==> src/rtl/midi_pkg.sv <==
// Shared MIDI constants, parser state enum and message kinds.
// Used by midi_msg_parser and midi_burst_builder.
package midi_pkg;

  localparam int NUM_SLOTS = 5;

  localparam logic [3:0] ST_NOTE_OFF = 4'h8;
  localparam logic [3:0] ST_NOTE_ON  = 4'h9;
  localparam logic [3:0] ST_CTRL     = 4'hB;

  localparam logic [7:0] CC_ALL_NOTES_OFF = 8'h7B;
  localparam logic [7:0] RT_FIRST         = 8'hF8;

  typedef enum logic [1:0] {
    WAIT_STATUS,
    WAIT_DATA1,
    WAIT_DATA2
  } parser_state_t;

  typedef enum logic [1:0] {
    MSG_NONE,
    MSG_NOTE_OFF,
    MSG_NOTE_ON,
    MSG_CTRL
  } msg_type_t;

  function automatic msg_type_t msg_decode(
    input logic [3:0] hi
  );
    msg_type_t t;
    t = MSG_NONE;
    unique case (1'b1)
      hi == ST_NOTE_OFF: t = MSG_NOTE_OFF;
      hi == ST_NOTE_ON:  t = MSG_NOTE_ON;
      hi == ST_CTRL:     t = MSG_CTRL;
      default:           t = MSG_NONE;
    endcase
    return t;
  endfunction

endpackage

==> src/rtl/midi_msg_parser.sv <==
// Byte classifier with running status; msg_valid is combinational
// on the completing data byte. Ports: clk_in, rst_n_in, byte_in,
// byte_valid_in -> msg_valid, msg_type, data1, data2.
module midi_msg_parser
  import midi_pkg::*;
#(
  parameter logic [3:0] CHANNEL = 4'd0
) (
  input  logic       clk_in,
  input  logic       rst_n_in,
  input  logic [7:0] byte_in,
  input  logic       byte_valid_in,
  output logic       msg_valid,
  output msg_type_t  msg_type,
  output logic [6:0] data1,
  output logic [6:0] data2
);

  parser_state_t state_q, state_d;
  msg_type_t     run_q, run_d;
  logic [6:0]    d1_q, d1_d;
  msg_type_t     dec;
  logic          take;

  always_ff @(posedge clk_in or negedge rst_n_in) begin
    if (!rst_n_in) begin
      state_q <= WAIT_STATUS;
      run_q   <= MSG_NONE;
      d1_q    <= '0;
    end else begin
      state_q <= state_d;
      run_q   <= run_d;
      d1_q    <= d1_d;
    end
  end

  always_comb begin
    state_d   = state_q;
    run_d     = run_q;
    d1_d      = d1_q;
    msg_valid = 1'b0;
    dec       = msg_decode(byte_in[7:4]);
    // Real-time bytes pass through without touching state.
    take      = byte_valid_in && (byte_in < RT_FIRST);
    if (take) begin
      if (byte_in[7]) begin
        if (byte_in[3:0] == CHANNEL && dec != MSG_NONE) begin
          run_d   = dec;
          state_d = WAIT_DATA1;
        end else begin
          run_d   = MSG_NONE;
          state_d = WAIT_STATUS;
        end
      end else begin
        unique case (state_q)
          WAIT_DATA1: begin
            d1_d    = byte_in[6:0];
            state_d = WAIT_DATA2;
          end
          WAIT_DATA2: begin
            msg_valid = 1'b1;
            state_d   = WAIT_DATA1;
          end
          default: ;
        endcase
      end
    end
  end

  assign msg_type = run_q;
  assign data1    = d1_q;
  assign data2    = byte_in[6:0];

endmodule

==> src/rtl/midi_burst_builder.sv <==
// Note slot table driven by parsed MIDI messages; slot 0 reserved.
// Optional macro VOICE_STEAL_EN: steal the oldest slot when full.
module midi_burst_builder #(
  parameter logic [3:0] CHANNEL   = 4'd0,
  parameter int         NUM_SLOTS = midi_pkg::NUM_SLOTS
) (
  input  logic                          clk_in,
  input  logic                          rst_n_in,
  input  logic [7:0]                    midi_byte_in,
  input  logic                          midi_byte_valid_in,
  output logic [NUM_SLOTS-1:0][15:0]    midi_burst_data_out,
  output logic [NUM_SLOTS-1:0]          on_array_out,
  output logic                          midi_burst_change_out,
  output logic [2:0]                    active_count_out
);

  import midi_pkg::*;

  localparam int IW = $clog2(NUM_SLOTS);

  logic       msg_valid;
  msg_type_t  msg_type;
  logic [6:0] d1, d2;

  logic [NUM_SLOTS-1:0][15:0] tab_d;
  logic [NUM_SLOTS-1:0]       on_d;
  logic [NUM_SLOTS-1:0][1:0]  age_q, age_d;
  logic [2:0]                 cnt_d;
  logic                       chg;

  logic          is_on, is_off, is_clr;
  logic          hit, free_ok, alloc_ok;
  logic [IW-1:0] hit_idx, free_idx, alloc_idx;
`ifdef VOICE_STEAL_EN
  logic [IW-1:0] vic_idx;
  logic [1:0]    vic_age;
`endif

  midi_msg_parser #(
    .CHANNEL(CHANNEL)
  ) u_parser (
    .clk_in       (clk_in),
    .rst_n_in     (rst_n_in),
    .byte_in      (midi_byte_in),
    .byte_valid_in(midi_byte_valid_in),
    .msg_valid    (msg_valid),
    .msg_type     (msg_type),
    .data1        (d1),
    .data2        (d2)
  );

  always_ff @(posedge clk_in or negedge rst_n_in) begin
    if (!rst_n_in) begin
      midi_burst_data_out   <= '0;
      on_array_out          <= '0;
      age_q                 <= '0;
      active_count_out      <= '0;
      midi_burst_change_out <= 1'b0;
    end else begin
      midi_burst_data_out   <= tab_d;
      on_array_out          <= on_d;
      age_q                 <= age_d;
      active_count_out      <= cnt_d;
      midi_burst_change_out <= chg;
    end
  end

  always_comb begin
    tab_d     = midi_burst_data_out;
    on_d      = on_array_out;
    age_d     = age_q;
    hit       = 1'b0;
    hit_idx   = '0;
    free_ok   = 1'b0;
    free_idx  = '0;
    is_on  = msg_valid && msg_type == MSG_NOTE_ON
          && d2 != 7'd0;
    is_off = msg_valid && (msg_type == MSG_NOTE_OFF
          || (msg_type == MSG_NOTE_ON && d2 == 7'd0));
    is_clr = msg_valid && msg_type == MSG_CTRL
          && {1'b0, d1} == CC_ALL_NOTES_OFF;
    // Descending scan so the lowest matching index wins.
    for (int i = NUM_SLOTS - 1; i >= 1; i--) begin
      if (on_array_out[i]
          && midi_burst_data_out[i][15:8] == {1'b0, d1}) begin
        hit     = 1'b1;
        hit_idx = IW'(i);
      end
      if (!on_array_out[i]) begin
        free_ok  = 1'b1;
        free_idx = IW'(i);
      end
    end
    alloc_ok  = free_ok;
    alloc_idx = free_idx;
`ifdef VOICE_STEAL_EN
    // Strict compare keeps the lowest index on equal ages.
    vic_idx = IW'(1);
    vic_age = age_q[1];
    for (int i = 2; i < NUM_SLOTS; i++) begin
      if (age_q[i] > vic_age) begin
        vic_idx = IW'(i);
        vic_age = age_q[i];
      end
    end
    if (!free_ok) begin
      alloc_ok  = 1'b1;
      alloc_idx = vic_idx;
    end
`endif
    unique case (1'b1)
      is_on && hit: begin
        tab_d[hit_idx][7:0] = {1'b0, d2};
      end
      is_on && !hit && alloc_ok: begin
        for (int i = 1; i < NUM_SLOTS; i++) begin
          if (on_array_out[i] && age_q[i] != 2'd3)
            age_d[i] = age_q[i] + 2'd1;
        end
        tab_d[alloc_idx] = {1'b0, d1, 1'b0, d2};
        on_d[alloc_idx]  = 1'b1;
        age_d[alloc_idx] = 2'd0;
      end
      is_off && hit: begin
        tab_d[hit_idx] = '0;
        on_d[hit_idx]  = 1'b0;
        age_d[hit_idx] = 2'd0;
      end
      is_clr: begin
        tab_d = '0;
        on_d  = '0;
        age_d = '0;
      end
      default: ;
    endcase
    cnt_d = '0;
    for (int i = 1; i < NUM_SLOTS; i++)
      cnt_d = cnt_d + {2'b0, on_d[i]};
    chg = (tab_d != midi_burst_data_out)
       || (on_d != on_array_out);
  end

endmodule

==> config.mk <==
export PLATFORM = sky130hd
export DESIGN_NAME = midi_burst_builder
export DESIGN_NICKNAME = d
export VERILOG_FILES = /design/src/rtl/midi_pkg.sv /design/src/rtl/midi_msg_parser.sv /design/src/rtl/midi_burst_builder.sv
export SDC_FILE = /design/constraint.sdc
export NUM_CORES = 1
export LEC_CHECK = 0
export ABC_AREA = 1
export BUFFER_PORTS_ARGS = -buffer_cell sky130_fd_sc_hd__buf_2
export CAP_MARGIN = 0
export CORE_ASPECT_RATIO = 1.25
export CORE_MARGIN = 2
export CORE_UTILIZATION = 63
export DETAILED_ROUTE_END_ITERATION = 6
export GPL_TIMING_DRIVEN = 0
export PLACE_DENSITY = 0.86
export SYNTH_ARGS = -nofsm -noshare
export SYNTH_HDL_FRONTEND = slang
export SYNTH_SLANG_ARGS = --single-unit
==> constraint.sdc <==
create_clock -name clk_in -period 5.3 [get_ports clk_in]
set_input_delay 0.265 -clock clk_in [delete_from_list [all_inputs] [get_ports clk_in]]
set_output_delay 0.265 -clock clk_in [all_outputs]
set_load 0.005 [all_outputs]
==> run metrics, run 1 <==
Worst Hold Endpoint=u_parser.msg_type[0]$_DFFE_PN0P_; FF-to-FF End=active_count_out[1]$_DFF_PN0_; placed instance area=8003 µm²; layout cell share with drive strength beyond 1=16.68%; Worst Hold Class=in -> reg; drt via density=roughly 5.9; Final HPWL DP=19.96 mm; CP Data Required Time=between 5 and 6 ns; CTS tree=done; Cells after Synth=1143; yosys warns=0; crit-path max cell delay=0.47 ns; Leak=4.551 nW; gr ovfl total=0; Inserted Diodes=0; status=finished, final reports clean; initial antenna violation count=0; Post-DRT Antenna Nets=0; NumNets Final=1268; CTS Buf Count=9; crit path max-delay cell type=nand4_1; port bufs=98; grt met1 use=between 50% and 60%; area grow syn2layout=13.76%; GRT Util Overall=41.43%; post-route cell area=8315 µm²; worst reg2reg startpoint=u_parser.data1[2]$_DFFE_PN0P_; Routed WL=25.73 mm; DR pass1 iterations=6; GP Congestion=1.061; Syn Std Cell Area=approximately 7300 µm²; detailed-route via count=8274; maximum vdd drop=0.1736 mV; Worst Skew=0.008806 ns; Iteration-0 DRC Markers=927; Die Wd=100.3 µm; register area share after synthesis=34.23%; R2R Setup Slk=1.79 ns; worst slew pin tran=0.7239 ns; GR peak layer=met2; drt wl/cell=18.42 µm; MaxCap Viol Count=0; Bufs and invs on worst path=2; syn nets=around 1200; setup violators final=0; first-pass GRT wire length=39.45 mm; critical path class=reg -> reg; row count=44; unrepaired setup endpoints after global routing=no; Seq cells post-synth=100; P per Cell Area=259.8 nW/µm²; fmax=0.2853 GHz; hold path startpoint=midi_byte_in[7]; TritonCTS Sinks=100; I/O pins=100; Clock Latency Late Sink=about 0.36 ns; CP Launch Type=register; Max Slew Vio Count=0; worst hold slack=0.2303 ns; M3 GR Usage=6.958%; post-CTS setup buffer count=0; CP arrival=3.76 ns; vias in the first global route=7456; Synth Flop Type=dfrtp_1; Synth async-reset ratio=100.0%; CP max FO=10; Root Driver=clkbuf_16; met2 Usage GRT=64.75%; Vert. Die Dim=124.4 µm; EDFF count, synth=0; CP top delay family=simple AND/OR/NAND/NOR gates; critical path cell sequence=buf_4 > nor4_1 > nand4_1 > nand3_2 > nand2_2 > o21ai_0 > inv_1 > ha_1 > fa_1 > ha_1; clock-pin slew on the worst setup and hold paths=0.08 ns; reg2reg path depth=10; core area=around 11000 µm²; htree depth=3; number of library cell types mapped by synthesis=43; Period minus WS final=3.506 ns; hold path cells=3; Hold Fails Final Rpt=0; post-cts sizing count=0; starting density of the core=63.83%; CTS max path bufs=2; max_slew headroom=between 50% and 60%; Critical Path End Type=register; Final period util=66.14%; synthesized area per cell=6.395 µm²; Remaining DRCs=0; Top cell by count, worst path=ha_1; die area=~12000 µm²; setup TNS=0 ns; largest net degree at the start of global routing=55
[report_power, final]
group	leakage (nW)	switching [mW]	internal (mW)	total [mW]
clock	0.150	0.343	0.336	0.679
combinational	3.40	0.437	0.181	0.618
sequential	1.01	0.0449	0.818	0.863
total	4.55	0.825	1.34	2.16
[cell families (layout without fill, tap and decap cells)]
logic type,Yosys count,count (layout),share of synthesized area (%)
xor gates and xnor gates,1,1,0.1198
buffers and inverters,200,316,11.64
DFF,100,100,34.23
AOI/OAI and AO/OA,152,152,11.26
adders and majority gates,3,3,0.6162
and+or+nand+nor,687,687,42.13
[repair_timing]
action / CTS / global route
hold endpoints to repair: 46 / 0
hold buffers: 1 / 0
endpoints found under the setup margin: 0 / 0
[how the worst max path moves through the flow]
stage	from	end	slack, ns	cells after the start
after floorplan	u_parser.data1[4]$_DFFE_PN0P_	active_count_out[1]$_DFF_PN0_	2.40	16
after global placement	u_parser.data1[2]$_DFFE_PN0P_	active_count_out[1]$_DFF_PN0_	1.91	17
after detailed placement	u_parser.data1[2]$_DFFE_PN0P_	active_count_out[1]$_DFF_PN0_	1.89	17
after CTS	u_parser.data1[2]$_DFFE_PN0P_	active_count_out[1]$_DFF_PN0_	1.87	17
after global routing	u_parser.data1[2]$_DFFE_PN0P_	active_count_out[1]$_DFF_PN0_	1.62	10
final	u_parser.data1[2]$_DFFE_PN0P_	active_count_out[1]$_DFF_PN0_	1.79	10
[layout by cell type, fill, tap and decap left out, types with 4 or more instances in the layout]
| cell | n |
|---|---|
| nand2_1 | 380 |
| inv_1 | 135 |
| nor2_1 | 120 |
| o21ai_0 | 108 |
| buf_2 | 106 |
| dfrtp_1 | 100 |
| nand3_1 | 82 |
| nand4_1 | 52 |
| inv_2 | 21 |
| a21oi_1 | 16 |
| buf_4 | 12 |
| clkbuf_1 | 12 |
| nand2_2 | 10 |
| nor2_4 | 9 |
| o21ai_1 | 9 |
| clkbuf_16 | 9 |
| nor2_2 | 8 |
| buf_6 | 5 |
| nand3_2 | 5 |
| inv_4 | 4 |
| nor4_1 | 4 |
| nor3_1 | 4 |
| nor3_2 | 4 |
| o21bai_1 | 4 |
| nand3b_1 | 4 |
[stage by stage]
stage          power (mW)  utilization, %  setup slack [ns]  cells
3_5_place_dp        1.473           69.89             1.889   1380
6_report            2.161           72.62             1.794   1397
3_3_place_gp        1.462           69.62             1.907   1379
4_1_cts             2.136           72.62             1.871   1397
2_1_floorplan       1.263               -             2.395   1143
5_1_grt             2.246           72.62             1.624   1397
[tightest hold or removal path: stages]
cell     delay (ns)
buf_2          0.11
nand2_1        0.10
o21ai_0        0.08
[synthesized netlist by cell type, drive strengths merged (2+ instances only)]
| library cell | instances | share of area (%) |
|---|---|---|
| clkbuf | 12 | 0.62 |
| nor3 | 8 | 0.82 |
| a22oi | 2 | 0.21 |
| o211ai | 3 | 0.38 |
| o21bai | 4 | 0.41 |
| a31oi | 2 | 0.17 |
| nor2 | 138 | 8.5 |
| a21oi | 19 | 1.6 |
| inv | 160 | 8.4 |
| o21ai | 117 | 8.0 |
| ha | 2 | 0.34 |
| a41oi | 2 | 0.24 |
| nand3 | 89 | 6.8 |
| nand2 | 391 | 21 |
| nand3b | 4 | 0.41 |
| nand4 | 53 | 4.7 |
| buf | 27 | 2.6 |
| dfrtp | 100 | 34 |
| nor4 | 4 | 0.34 |
[state kept, by name (all words and copies together) (netlist names)]
register               flops
midi_burst_data_out       80
u_parser.msg_type          2
u_parser.state_q           2
midi_burst_change_out      1
on_array_out               5
active_count_out           3
u_parser.data1             7
[per-layer routing]
layer,share of wire (%),wire length [µm],up-vias
met5,0,0,-
met4,7.4,1893,0
met3,9.7,2493,128
met2,46,11900,553
met1,37,9448,3710
li1,-,-,3883
[area by class of cell]
class | count | area, µm²
flip-flops and latches | 100 | 2502
plain buffers | 39 | 236.5
fillers | 1010 | 3136
clock buffers | 9 | 225.2
well taps | 138 | 172.7
clock inverters | 7 | 77.57
inverters | 161 | 614.3
multi-input cells | 843 | 3956
repair buffers | 100 | 530.5
Power figures use the tool's default switching activity.
==> run 2: changes to the inputs <==
- CORE_UTILIZATION: 63 -> 59
- PLACE_DENSITY: 0.86 -> 0.82
- clock period: 5.3 -> 3.3 ns (I/O delays scaled with it)
==> run 2 against run 1 <==
Compared with the run above: first-iteration DRC count is 5.5% lower; worst setup slack got worse by 1.7 ns; critical path depth increased by 6; die area up 6.5%; clock power increased by 74%; clock-buffer cell count unchanged; clock skew about the same; worst hold slack got worse by 0.092 ns; sequential cell count unchanged; sequential power up 61%; core utilization shrank 2.1 points.
==> run metrics, run 2 (synthesized netlist as in run 1, its figures left out) <==
Int Pwr=2.251 mW; R2R Setup Slk=0.06 ns; Final period util=between 90% and 100%; Iteration-0 DRC Markers=876; combinational power share=29.3%; max_slew headroom=50.32%; CTS max path bufs=2; post-route cell area=between 8000 and 9000 µm²; Inserted Diodes=0; first-pass GRT wire length=41.28 mm; GRT Util Overall=40.43%; detailed-route via count=8397; NumNets Final=1276; Vert. Die Dim=128.4 µm; Root Driver=clkbuf_16; Die Wd=between 100 and 150 µm; Worst Hold Class=in -> reg; CP arrival=3.50 ns; fmax=between 0.3 and 0.4 GHz; FF-to-FF End=active_count_out[1]$_DFF_PN0_; I/O pins=100; setup violators final=0; hold path cells=3; reg2reg path depth=16; gr ovfl total=0; clock power share=32.4%; row count=45; Bufs and invs on worst path=6; Remaining DRCs=0; M3 GR Usage=under 10%; cell count after placement=about 1400; Period minus WS final=3.242 ns; Hold Fails Final Rpt=0; commonest cells after routing, fill and taps aside=nand2_1 (378), inv_1 (134), nor2_1 (118); DR pass1 iterations=7; GR peak layer=met2; Final HPWL DP=20.39 mm; GP Congestion=0.9930; placed instance area=between 8000 and 9000 µm²; clock-pin slew on the worst setup and hold paths=~0.08 ns; vias in the first global route=7610; Max Slew Vio Count=0; critical path cell sequence=clkinvlp_4 > nand2_1 > nand3_1 > inv_1 > nand2_1 > nor2_4 > nor2_4 > nand4_4 > inv_6 > buf_6 > buf_4 > o21ai_4 > inv_1 > ha_1 > fa_1 > ha_1; status=finished, final reports clean; hold path startpoint=midi_byte_in[7]; Clock Latency Late Sink=0.37 ns; Biggest register=midi_burst_data_out; crit-path max cell delay=0.45 ns; drt wl/cell=roughly 19 µm; Worst Skew=between 0.009 and 0.01 ns; MaxCap Viol Count=0; Reg power frac=38.3%; htree depth=3; Post-Place Setup Slack=-0.3838 ns; CP Data Required Time=3.56 ns; Final Instance Count excl. Fillers=1431; met2 Usage GRT=65.13%; maximum vdd drop=about 0.32 mV; TritonCTS Sinks=100; P per Cell Area=426.4 nW/µm²; CP max FO=10; layout cell share with drive strength beyond 1=about 18%; critical path class=reg -> reg; CP top delay family=adder cells; worst reg2reg startpoint=u_parser.data1[2]$_DFFE_PN0P_; port bufs=98; CTS tree=done; Psw=1.387 mW; Worst Hold Endpoint=u_parser.msg_type[1]$_DFFE_PN0P_; Switching Fraction=a little under two fifths; CTS Buf Count=9; stages on the worst setup path=16; Tot Pwr=about 3.6 mW; drt via density=5.868; starting density of the core=around 60%; unrepaired setup endpoints after global routing=no; crit path max-delay cell type=dfrtp_2; most common cell after layout, fill and taps aside=nand2_1; Routed WL=around 27 mm; Leak=4.628 nW; Worst Setup Slack, final=0.05755 ns; max reg flops=80; die area=between 10000 and 15000 µm²; Post-DRT Antenna Nets=0; largest net degree at the start of global routing=68; core area=12110 µm²; CP Launch Type=register; initial antenna violation count=0; area grow syn2layout=16.72%; Critical Path End Type=register; worst slew pin tran=0.7452 ns; grt met1 use=49.72%
[run 2: final cells by class]
class / instances / area [µm²]
tap: 164 / 205.2
clock buffer: 9 / 225.2
fill: 1083 / 3573
multi-input combinational: 843 / 4000
timing repair buffer: 108 / 603.1
clock inverter: 7 / 105.1
sequential: 100 / 2506
buffer: 39 / 259.0
inverter: 161 / 628.1
[run 2: layer usage]
| layer | vias to the layer above | wire length [µm] |
|---|---|---|
| li1 | 3891 | - |
| met1 | 3815 | 9736 |
| met2 | 555 | 11970 |
| met3 | 136 | 2830 |
| met4 | 0 | 2206 |
| met5 | - | 0 |
[run 2: per-stage QoR]
step                      hold WS (ns)  TNS (ns)  utilization (%)
after floorplan                -0.1306         0                -
after global placement          0.4792   -0.7890            66.13
after detailed placement        0.1541   -0.8314            66.38
after CTS                       0.1431         0            69.65
after global routing            0.1792         0            70.48
final                           0.1382         0            70.48
[run 2: worst reg2reg max path, delay by kind of cell, from the launching register on]
kind            cells  cell delay, ns
simple gates        6            0.73
flops               1            0.45
buf+inv             6            0.79
compound gates      1            0.19
fa+ha+maj           3            0.99
[run 2: how the worst max path moves through the flow]
| stage | startpoint | to | slack [ns] |
|---|---|---|---|
| floorplan | u_parser.data1[4]$_DFFE_PN0P_ | active_count_out[1]$_DFF_PN0_ | 0.40 |
| global placement | u_parser.data1[6]$_DFFE_PN0P_ | active_count_out[1]$_DFF_PN0_ | -0.37 |
| detailed placement | u_parser.data1[2]$_DFFE_PN0P_ | active_count_out[1]$_DFF_PN0_ | -0.38 |
| CTS | u_parser.data1[4]$_DFFE_PN0P_ | active_count_out[1]$_DFF_PN0_ | 0.004 |
| global route | u_parser.data1[4]$_DFFE_PN0P_ | midi_burst_change_out$_DFF_PN0_ | 0.000004 |
| finish | u_parser.data1[2]$_DFFE_PN0P_ | active_count_out[1]$_DFF_PN0_ | 0.06 |
[run 2: what timing repair did]
item | in CTS | in global routing
pin swaps | 3 | 4
hold buffers | 1 | 0
endpoints found under the hold margin | 33 | 0
endpoints found under the setup margin | 3 | 4
resized for setup | 11 | 17
buffers inserted | 3 | 5
[run 2: power by group through the flow]
stage / logic (mW) / clock network [mW] / registers, mW
finish: 1.07 / 1.18 / 1.39
global placement: 0.966 / 0 / 1.40
floorplan: 0.634 / 0 / 1.39
CTS: 1.01 / 1.18 / 1.39
global route: 1.16 / 1.23 / 1.40
detailed placement: 0.986 / 0 / 1.41
==> run 3: changes to the inputs <==
- CELL_PAD_IN_SITES_DETAIL_PLACEMENT: default -> 1
- CELL_PAD_IN_SITES_GLOBAL_PLACEMENT: default -> 2
- CORE_UTILIZATION: 59 -> 32
- PLACE_DENSITY: 0.82 -> default
- PLACE_DENSITY_LB_ADDON: default -> 0.1
==> run 3 against run 2 <==
Compared with the run above: global-route usage fell by 13 points; worst hold slack improved by 0.011 ns; non-clock buffer count rose by 4; worst setup slack improved by 0.046 ns; register-to-register slack improved by 0.05 ns; sequential power barely moved; clock-buffer cell count did not move; core utilization fell by 31 points; first-iteration DRC count fell by 42%; sequential share of layout area fell by 0.76 points; total power rose by 0.56%.
==> run metrics, run 3 (synthesized netlist as in run 1, its figures left out) <==
vias in the first global route=8046; Iteration-0 DRC Markers=505; GP Congestion=slightly above 0.9; Vert. Die Dim=173.0 µm; critical path cell sequence=buf_6 > inv_4 > nand2_1 > nand2_1 > nand2_1 > nor2_4 > nand3_4 > nand4_4 > inv_8 > buf_6 > buf_4 > o21ai_2 > inv_2 > ha_1 > fa_1 > ha_1; CTS max path bufs=2; gr ovfl total=0; Critical Path Start=u_parser.data1[6]$_DFFE_PN0P_; worst hold slack=0.1489 ns; drt wl/cell=21.08 µm; core area=22360 µm²; initial antenna violation count=0; Root Driver=clkbuf_16; Worst Hold Class=in -> reg; Period minus WS final=around 3.2 ns; Tot Pwr=3.658 mW; Routed WL=32.78 mm; Layout fillers=~3000; CTS tree=done; htree depth=3; worst reg2reg startpoint=u_parser.data1[6]$_DFFE_PN0P_; layout cell share with drive strength beyond 1=19.18%; setup TNS=0 ns; most common cell after layout, fill and taps aside=nand2_1; FF/Latch Area=~2500 µm²; starting density of the core=32.69%; CP top delay family=adder cells; MaxCap Viol Count=0; Hold Fails Final Rpt=0; crit-path max cell delay=0.40 ns; Bufs and invs on worst path=6; maximum vdd drop=0.2370 mV; Max Slew Vio Count=0; Die Wd=between 100 and 150 µm; Biggest register=midi_burst_data_out; Final Instance Count excl. Fillers=1555; status=finished, final reports clean; clock-pin slew on the worst setup and hold paths=around 0.090 ns; I/O pins=100; Inserted Diodes=0; Critical Path End Type=register; fmax=~0.31 GHz; Post-DRT Antenna Nets=0; largest net degree at the start of global routing=76; max_slew headroom=between 50% and 60%; Top cell by count, worst path=nand2_1; hold path startpoint=midi_byte_in[2]; CP max FO=10; die area=24070 µm²; detailed-route via count=approximately 8000; Worst Skew=0.01681 ns; commonest cells after routing, fill and taps aside=nand2_1 (376), inv_1 (133), nor2_1 (115); GRT Util Overall=between 20% and 30%; Final HPWL DP=25.41 mm; DR pass1 iterations=5; P per Cell Area=417.6 nW/µm²; drt via density=5.199; Remaining DRCs=0; Final period util=a little over nine tenths; Worst Setup Slack, final=0.1040 ns; NumNets Final=~1300; cell count after placement=1525; CP arrival=3.46 ns; setup violators final=0; row count=between 60 and 70; max reg flops=80; worst slew pin tran=0.7295 ns; Post-Place Setup Slack=-0.2534 ns; first-pass GRT wire length=49.30 mm; Leak=between 4 and 5 nW; port bufs=98; CTS Buf Count=9; crit path max-delay cell type=fa_1; Multi-input gate area=4049 µm²; area grow syn2layout=19.84%; TritonCTS Sinks=100; CP Launch Type=register; Clock Latency Late Sink=0.38 ns; critical path class=reg -> reg; CP Data Required Time=3.57 ns
-- run 3: layer usage --
layer | routed length, µm | share of wire, % | up-vias | GRT usage (%)
met5 | 0 | 0 | - | 0
met4 | 1213 | 3.7 | 0 | 10.82
met3 | 1080 | 3.3 | 46 | 2.077
met2 | 16040 | 49 | 194 | 46.94
met1 | 14440 | 44 | 3930 | 34.81
li1 | - | - | 3914 | -
-- run 3: cell type report --
type	count	share of cell area, %
plain buffers	39	3.171
repair buffers	112	7.128
multi-input cells	844	46.22
flip-flops and latches	100	28.61
inverters	161	7.242
clock buffers	9	2.571
clock inverters	7	1.014
well taps	283	4.042
-- run 3: path summary, 6_finish.rpt --
| kind | slack [ns] | endpoint | depth (start not counted) |
|---|---|---|---|
| worst max-delay path | 0.10 | active_count_out[1]$_DFF_PN0_ | 16 |
| worst min-delay path | 0.15 | midi_burst_data_out[66]$_DFF_PN0_ | 3 |
| worst max register to register | 0.10 | active_count_out[1]$_DFF_PN0_ | 16 |
| worst min register to register | 0.51 | midi_burst_data_out[71]$_DFF_PN0_ | 2 |
| max in group asynchronous | 2.38 | midi_burst_data_out[17]$_DFF_PN0_ | 3 |
| min in group asynchronous | 0.21 | midi_burst_data_out[57]$_DFF_PN0_ | 2 |
-- run 3: stage by stage --
stage	area [µm²]	utilization (%)
2_1_floorplan	7310	-
3_3_place_gp	8154	36.46
3_5_place_dp	8188	36.61
4_1_cts	8578	38.36
5_1_grt	8760	39.17
6_report	8760	39.17
-- run 3: worst register-to-register path: stages (launching register included) --
cell and delay (ns):
dfrtp_1 0.39, buf_6 0.17, inv_4 0.14, nand2_1 0.07, nand2_1 0.06, nand2_1 0.10, nor2_4 0.18, nand3_4 0.15
nand4_4 0.19, inv_8 0.06, buf_6 0.15, buf_4 0.20, o21ai_2 0.15, inv_2 0.08, ha_1 0.30, fa_1 0.40
ha_1 0.29
-- run 3: repair_timing --
action | CTS | global route
setup buffers | 4 | 8
hold endpoints to repair | 25 | 0
setup endpoints to repair | 4 | 4
hold buffers | 1 | 0
resized for setup | 14 | 43
pin swaps | 3 | 5
cloned | 0 | 1
-- run 3: where the power goes --
part	leakage [nW]	switching, mW	internal, mW
sequential	1.00	0.0726	1.31
clock	0.152	0.618	0.548
combinational	3.51	0.783	0.322
